**config.mk**
```make
export PLATFORM = sky130hd
export DESIGN_NAME = dec_digit_entry
export DESIGN_NICKNAME = d
export VERILOG_FILES = /design/src/rtl/dec_digit_entry.sv
export SDC_FILE = /design/constraint.sdc
export NUM_CORES = 1
export LEC_CHECK = 0
export CAP_MARGIN = 20
export CORE_ASPECT_RATIO = 1.25
export CORE_MARGIN = 5
export CORE_UTILIZATION = 53
export CTS_BUF_LIST = sky130_fd_sc_hd__clkbuf_8 sky130_fd_sc_hd__clkbuf_16
export DETAILED_ROUTE_END_ITERATION = 8
export PLACE_DENSITY = 0.86
export SLEW_MARGIN = 25
export SYNTH_ARGS = -nofsm -noshare
export SYNTH_HDL_FRONTEND = slang
export SYNTH_SLANG_ARGS = --single-unit
```
**constraint.sdc**
```tcl
create_clock -name clk -period 4.34 [get_ports clk]
set_input_delay 0.868 -clock clk [delete_from_list [all_inputs] [get_ports clk]]
set_output_delay 0.868 -clock clk [all_outputs]
set_load 0.01 [all_outputs]
```
**src/rtl/dec_digit_entry.sv**
```systemverilog
// Keypad number entry: accumulates decimal digits and a sign into a signed operand
// and pushes it over valid/ready. Define ENTRY_SATURATE_EN to clamp instead of reject on overflow.
module dec_digit_entry #(
    parameter int unsigned W          = 8,
    parameter int unsigned MAX_DIGITS = 3,
    localparam int unsigned NW        = $clog2(MAX_DIGITS + 1)
) (
    input  logic          clk,
    input  logic          rst_n,
    input  logic          digit_valid,
    input  logic [3:0]    digit,
    input  logic          neg_key,
    input  logic          enter_key,
    input  logic          clear_key,
    output logic [W-1:0]  out_data,
    output logic          out_valid,
    input  logic          out_ready,
    output logic [W-1:0]  entry_mag,
    output logic          entry_neg,
    output logic          entry_active,
    output logic [NW-1:0] ndigits,
    output logic          err
);

    localparam int unsigned XW = W + 4;

    typedef enum logic [1:0] {StIdle, StEntry, StPush} state_t;
    state_t state;

    logic [XW-1:0] next_mag;
    logic [XW-1:0] limit;
    logic          digit_bad;
    logic          digits_full;
    logic          over_limit;
    logic          neg_bad;
    logic [NW-1:0] nd_inc;
    logic [W-1:0]  signed_val;

    // Negative entries may reach 2^(W-1); positive ones stop one short.
    assign limit       = entry_neg ? {4'b0, 1'b1, {(W-1){1'b0}}} : {5'b0, {(W-1){1'b1}}};
    assign next_mag    = {4'b0, entry_mag} * XW'(10) + {{W{1'b0}}, digit};
    assign digit_bad   = digit > 4'd9;
    assign digits_full = ndigits == NW'(MAX_DIGITS);
    assign over_limit  = next_mag > limit;
    assign neg_bad     = entry_neg && (entry_mag == {1'b1, {(W-1){1'b0}}});
    assign nd_inc      = ndigits + NW'(1);
    assign signed_val  = entry_neg ? -entry_mag : entry_mag;

    assign entry_active = state == StEntry;

    always_ff @(posedge clk or negedge rst_n) begin
        if (!rst_n) begin
            state     <= StIdle;
            out_data  <= '0;
            out_valid <= 1'b0;
            entry_mag <= '0;
            entry_neg <= 1'b0;
            ndigits   <= '0;
            err       <= 1'b0;
        end else begin
            case (state)
                StPush: begin
                    if (out_ready) begin
                        out_valid <= 1'b0;
                        out_data  <= '0;
                        state     <= StIdle;
                    end
                end
                default: begin
                    if (clear_key) begin
                        entry_mag <= '0;
                        entry_neg <= 1'b0;
                        ndigits   <= '0;
                        err       <= 1'b0;
                        state     <= StIdle;
                    end else if (enter_key) begin
                        if (ndigits != '0) begin
                            out_data  <= signed_val;
                            out_valid <= 1'b1;
                            err       <= 1'b0;
                            entry_mag <= '0;
                            entry_neg <= 1'b0;
                            ndigits   <= '0;
                            state     <= StPush;
                        end
                    end else if (neg_key) begin
                        if (neg_bad) begin
                            err <= 1'b1;
`ifdef ENTRY_SATURATE_EN
                            entry_mag <= {1'b0, {(W-1){1'b1}}};
                            entry_neg <= 1'b0;
`endif
                        end else begin
                            entry_neg <= ~entry_neg;
                            state     <= StEntry;
                        end
                    end else if (digit_valid) begin
                        if (digit_bad || digits_full) begin
                            err <= 1'b1;
                        end else if (over_limit) begin
                            err <= 1'b1;
`ifdef ENTRY_SATURATE_EN
                            entry_mag <= limit[W-1:0];
                            ndigits   <= nd_inc;
                            state     <= StEntry;
`endif
                        end else begin
                            entry_mag <= next_mag[W-1:0];
                            ndigits   <= nd_inc;
                            state     <= StEntry;
                        end
                    end
                end
            endcase
        end
    end

endmodule
```
# Word level (Yosys, flattened, before mapping)
# Cells that the tools add are included.
# op_classes
reduce_logical	15
mul	1
muxes	48
bitwise	2
eq_ne	16
order_cmp	2
n_addsub	3
# ops
op	count
$mux 8	14
$mux 2	17
$mux 1	17
$ne 5x4->1 const B	3
$add 12x4->12	1
$gt 12x8->1	1
$reduce_and 6->1	2
$mul 8x3->11 const B	1
$reduce_bool 5->1	2
$ne 3x3->1 const B	3
$eq 8x8->1 const B	1
$ne 4x1->1 const B	2
$neg 8->8	1
$reduce_and 4->1	2
$ne 3x1->1 const B	2
$reduce_bool 2->1	3
$reduce_bool 3->1	2
$reduce_and 5->1	1
$eq 2x2->1 const B	2
$gt 4x4->1 const B	1
$reduce_bool 4->1	1
$add 2x1->2 const B	1
$eq 2x1->1 const B	1
$ne 2x1->1 const B	1
4 further kinds	5
# totals
word_cells	94
output_inout_bits	22
ff_bits	23
in_bits	11

# Depth between registers and ports, before layout
# logic_depth
depth_word	10
mapped_depth	15
ltp_nobuf	14

# Least setup slack after synthesis
# No wires, ideal clock.
# synth_path
path_kind	register -> register
from	register entry_mag[1]
to	register entry_mag[7]
t_required_ns	4.273
path_buffers	1
slack_ns	0.414
setup_ns	0.067
arrival_ns	3.860
path_stages_with_launch	15
period_less_slack_ns	3.926
path_cell_list	dfrtp_1 ha_1 ha_1 fa_1 xor2_1 nand4_1 xnor2_1 ha_1 a21oi_1 o21ai_0 o21a_1 or4_1 buf_6 nor4b_4 a22o_1
# synth_between
elab_chain_cells	8
elab_cells_between_ends	11
classes_between	add/sub (1); mul (1); order compare (1); eq/ne (1); mux (6); reduce/logical (1)
# synth_rtl
item	line	rtl
start, declared	18	output logic [W-1:0] entry_mag,
start signal, assigned	108	entry_mag <= next_mag[W-1:0];
$mul 8x3->11 *	41	assign next_mag = {4'b0, entry_mag} * XW'(10) + {{W{1'b0}}, digit};
$add 12x4->12 *	41	
branches (longest 6 deep; another with $gt 12x8->1)	n/a	
# Mark *: on every way between the ends. The select of a mux whose other input is x is not followed.
# A chain may end at the register's enable or synchronous reset.

# Worst setup path after layout
# layout_path
from	register entry_mag[2]
to	register entry_mag[7]
# The elaborated chain is that of the path after synthesis.

==> out/metrics.cfg <==
[layout]
multiInputGateArea_mm2 = 0.001275
area_growth_pct = 25.02
mostFrequentLayoutCells = clkdlybuf4s50_1 (31), ha_1 (26), dfrtp_1 (23)
drive_gt1_share_pct = 9.020
seqCellArea_um2 = 575.6
final_cells = 294
fin_nets = 295
fill_cells = 293
diodes = 0
final_common_cell = clkdlybuf4s50_1

[yosys]
yosys.cell_types.count = 43
yosys_warnings = 0
syn_inst = 211
synth_flop_cell = dfrtp_1
synthArstFlopShare_pct = 100.0
syn-num-nets = 250
syn_avg_cell_area_um2 = 9.055
ys_ff_latch = 23
yosysSeqAreaShare_pct = 30.12
synth_edf_count = 0
netlist_area_mm2 = 0.001911

[timing]
maxSlewViolCount = 0
setup_violations = 0
fin_crit_sh_pct = 95.87
finalHoldViolations = 0
post-route-min-period_ns = 4.161
grt_setup_unrepaired = no
tightestPinTransition_ns = 0.7734
finClkSkew_ns = 0.003518
hold_slack_ns = 0.4882
fmax_ghz = 0.2403
slew_headroom_pct = 48.09

[worst_setup_path]
crit_required_ns = 4.55
endpoint_kind = register
r2r_cells = 14
crit_family = compound AO/OA/AOI/OAI gates
cp-start-kind = register
cp_num_buf_inv = 1
cp_max_fo = 8
slowest_delay_ns = 0.62
crit_type = reg2reg
cp_slowest_cell = or4_1
reg2reg_slack_ns = 0.18
cp.arrival_ns = 4.37
regToRegStartpoint = entry_mag[2]
r2r-end = entry_mag[7]
path_cells = ha_1 > ha_1 > a21o_1 > a211oi_1 > nor2_1 > xnor2_1 > ha_1 > a21oi_1 > o21ai_0 > o21a_1 > or4_1 > nor4b_4 > buf_4 > a22o_1
crit_top_cell = ha_1

[global_route]
grt-ovfl-total = 0
antenna_found_initial = 0
grt_pass1_wl_um = 7790
track_usage_pct = 19.15
grt_pass1_vias = 1665
grt_max_degree = 24

[min_path]
hold_path_class = reg2reg
hold-path-cell-count = 2
hold_end = out_valid
min_from = out_valid

[cts]
numCtsBuffers = 3
cts_tree = yes
ctsResizeCount = 0
clkSlewWorstSetupHoldPaths_ns = 0.09
cts_max_path_buffers = 2
insertion_delay_ns = 0.27
cts_setup_buffers = 0
htree_levels = 1
postCtsHoldBufs = 0
cts_num_sinks = 23
cts_root_buf = clkbuf_8

[drt]
wl_per_cell_um = 15.97
vias = 1763
routed_wl_um = 4696
drt-initial-drc-count = 77
ant_nets = 0
drc = 0
firstDrtPassIters = 4
routed_via_density = 5.997

[floorplan]
rows = 24
initial_core_util_pct = 54.85
core_area_mm2 = 0.003483
dieArea_mm2 = 0.004913
io_pins = 33
die_w_um = 63.70
die_h_um = 77.13

[pwr]
peakVddDrop_uv = 236.1
power_density_mw_per_mm2 = 214.5
p_leak_nw = 1.174
total_power_w = 0.0005124

[place]
dp_cells = 290
gp_congestion = 0.8945
io_buffers = 32
hpwl_um = 3706

[outcome]
status = complete, no violations

[job]
max-cap-violations = 0

[how the worst max path moves through the flow]
stage | slack [ns] | depth (start not counted) | startpoint | to
final | 0.18 | 14 | entry_mag[2] | entry_mag[7]
after global routing | 0.005 | 14 | entry_mag[2] | ndigits[1]
after global placement | 0.06 | 14 | digit[1] | ndigits[0]
after CTS | 0.22 | 14 | entry_mag[2] | entry_mag[4]
after detailed placement | -0.02 | 14 | digit[1] | ndigits[1]
after floorplan | 0.41 | 14 | entry_mag[1] | entry_mag[7]
[worst min-delay path, cell delays in order, from the launching register on]
cell     delay (ns)
dfrtp_1        0.35
nand2_1        0.05
nand2_1        0.06
[through the flow]
| stage | setup WS (ns) | area [um^2] | TNS (ns) | utilization (%) |
|---|---|---|---|---|
| 2_1_floorplan | 0.4136 | 1911 | 0 | - |
| 3_3_place_gp | 0.06269 | 2347 | 0 | 67.39 |
| 3_5_place_dp | -0.02090 | 2347 | -0.1145 | 67.39 |
| 4_1_cts | 0.2221 | 2394 | 0 | 68.71 |
| 5_1_grt | 0.005156 | 2389 | 0 | 68.57 |
| 6_report | 0.1792 | 2389 | 0 | 68.57 |
[Yosys cell counts, types with 2 or more instances]
library cell | n | area (um^2)
ha_1 | 26 | 325.3
dfrtp_1 | 23 | 575.6
nand2_1 | 20 | 75.07
o21ai_0 | 19 | 95.09
nand3_1 | 13 | 65.06
a21oi_1 | 12 | 60.06
inv_1 | 10 | 37.54
nor2_1 | 9 | 33.78
o2bb2ai_1 | 7 | 61.31
xnor2_1 | 6 | 52.55
xor2_1 | 6 | 52.55
nor2b_1 | 5 | 31.28
a21o_1 | 4 | 30.03
nand4_1 | 4 | 25.02
or3_1 | 4 | 25.02
clkbuf_1 | 3 | 11.26
nor4_1 | 3 | 18.77
o211ai_1 | 3 | 22.52
a22o_1 | 2 | 17.52
and3_1 | 2 | 12.51
fa_1 | 2 | 40.04
mux2i_1 | 2 | 20.02
nand2b_1 | 2 | 12.51
nor3_1 | 2 | 10.01
o21a_1 | 2 | 15.01
or2_2 | 2 | 12.51
or4_1 | 2 | 15.01
[metal layers]
layer / global-route usage (%) / part of all wire [%] / vias up
li1: - / - / 871
met1: 24.77 / 42 / 825
met2: 32.62 / 51 / 56
met3: 1.901 / 5.3 / 11
met4: 6.861 / 2.5 / 0
met5: 0 / 0 / -
[sequential cells by signal (all words and copies together), names as in the netlist]
signal,cells
err,1
out_valid,1
entry_neg,1
ndigits,2
entry_mag,8
state,2
out_data,8
[cell families after synthesis]
group / count (synthesis) / synth area share, %
simple gates: 74 / 21.28
compound gates: 58 / 19.78
fa+ha+maj: 28 / 19.12
flops: 23 / 30.12
buf+inv: 14 / 3.144
xor+xnor: 12 / 5.501
mux: 2 / 1.048
[area by class of cell]
class / instances / area share (%)
timing repair buffer: 44 / 16.97
clock inverter: 1 / 0.2095
sequential: 23 / 24.10
multi-input combinational: 174 / 53.38
tap: 39 / 2.043
clock buffer: 3 / 1.729
inverter: 10 / 1.572
[where the power goes]
part / leakage [nW] / switching, W / internal (W)
clock: 0.0255 / 0.0000715 / 0.0000641
combinational: 0.837 / 0.0000653 / 0.0000674
sequential: 0.311 / 0.0000138 / 0.000230
(Power assumes the default switching activity.)
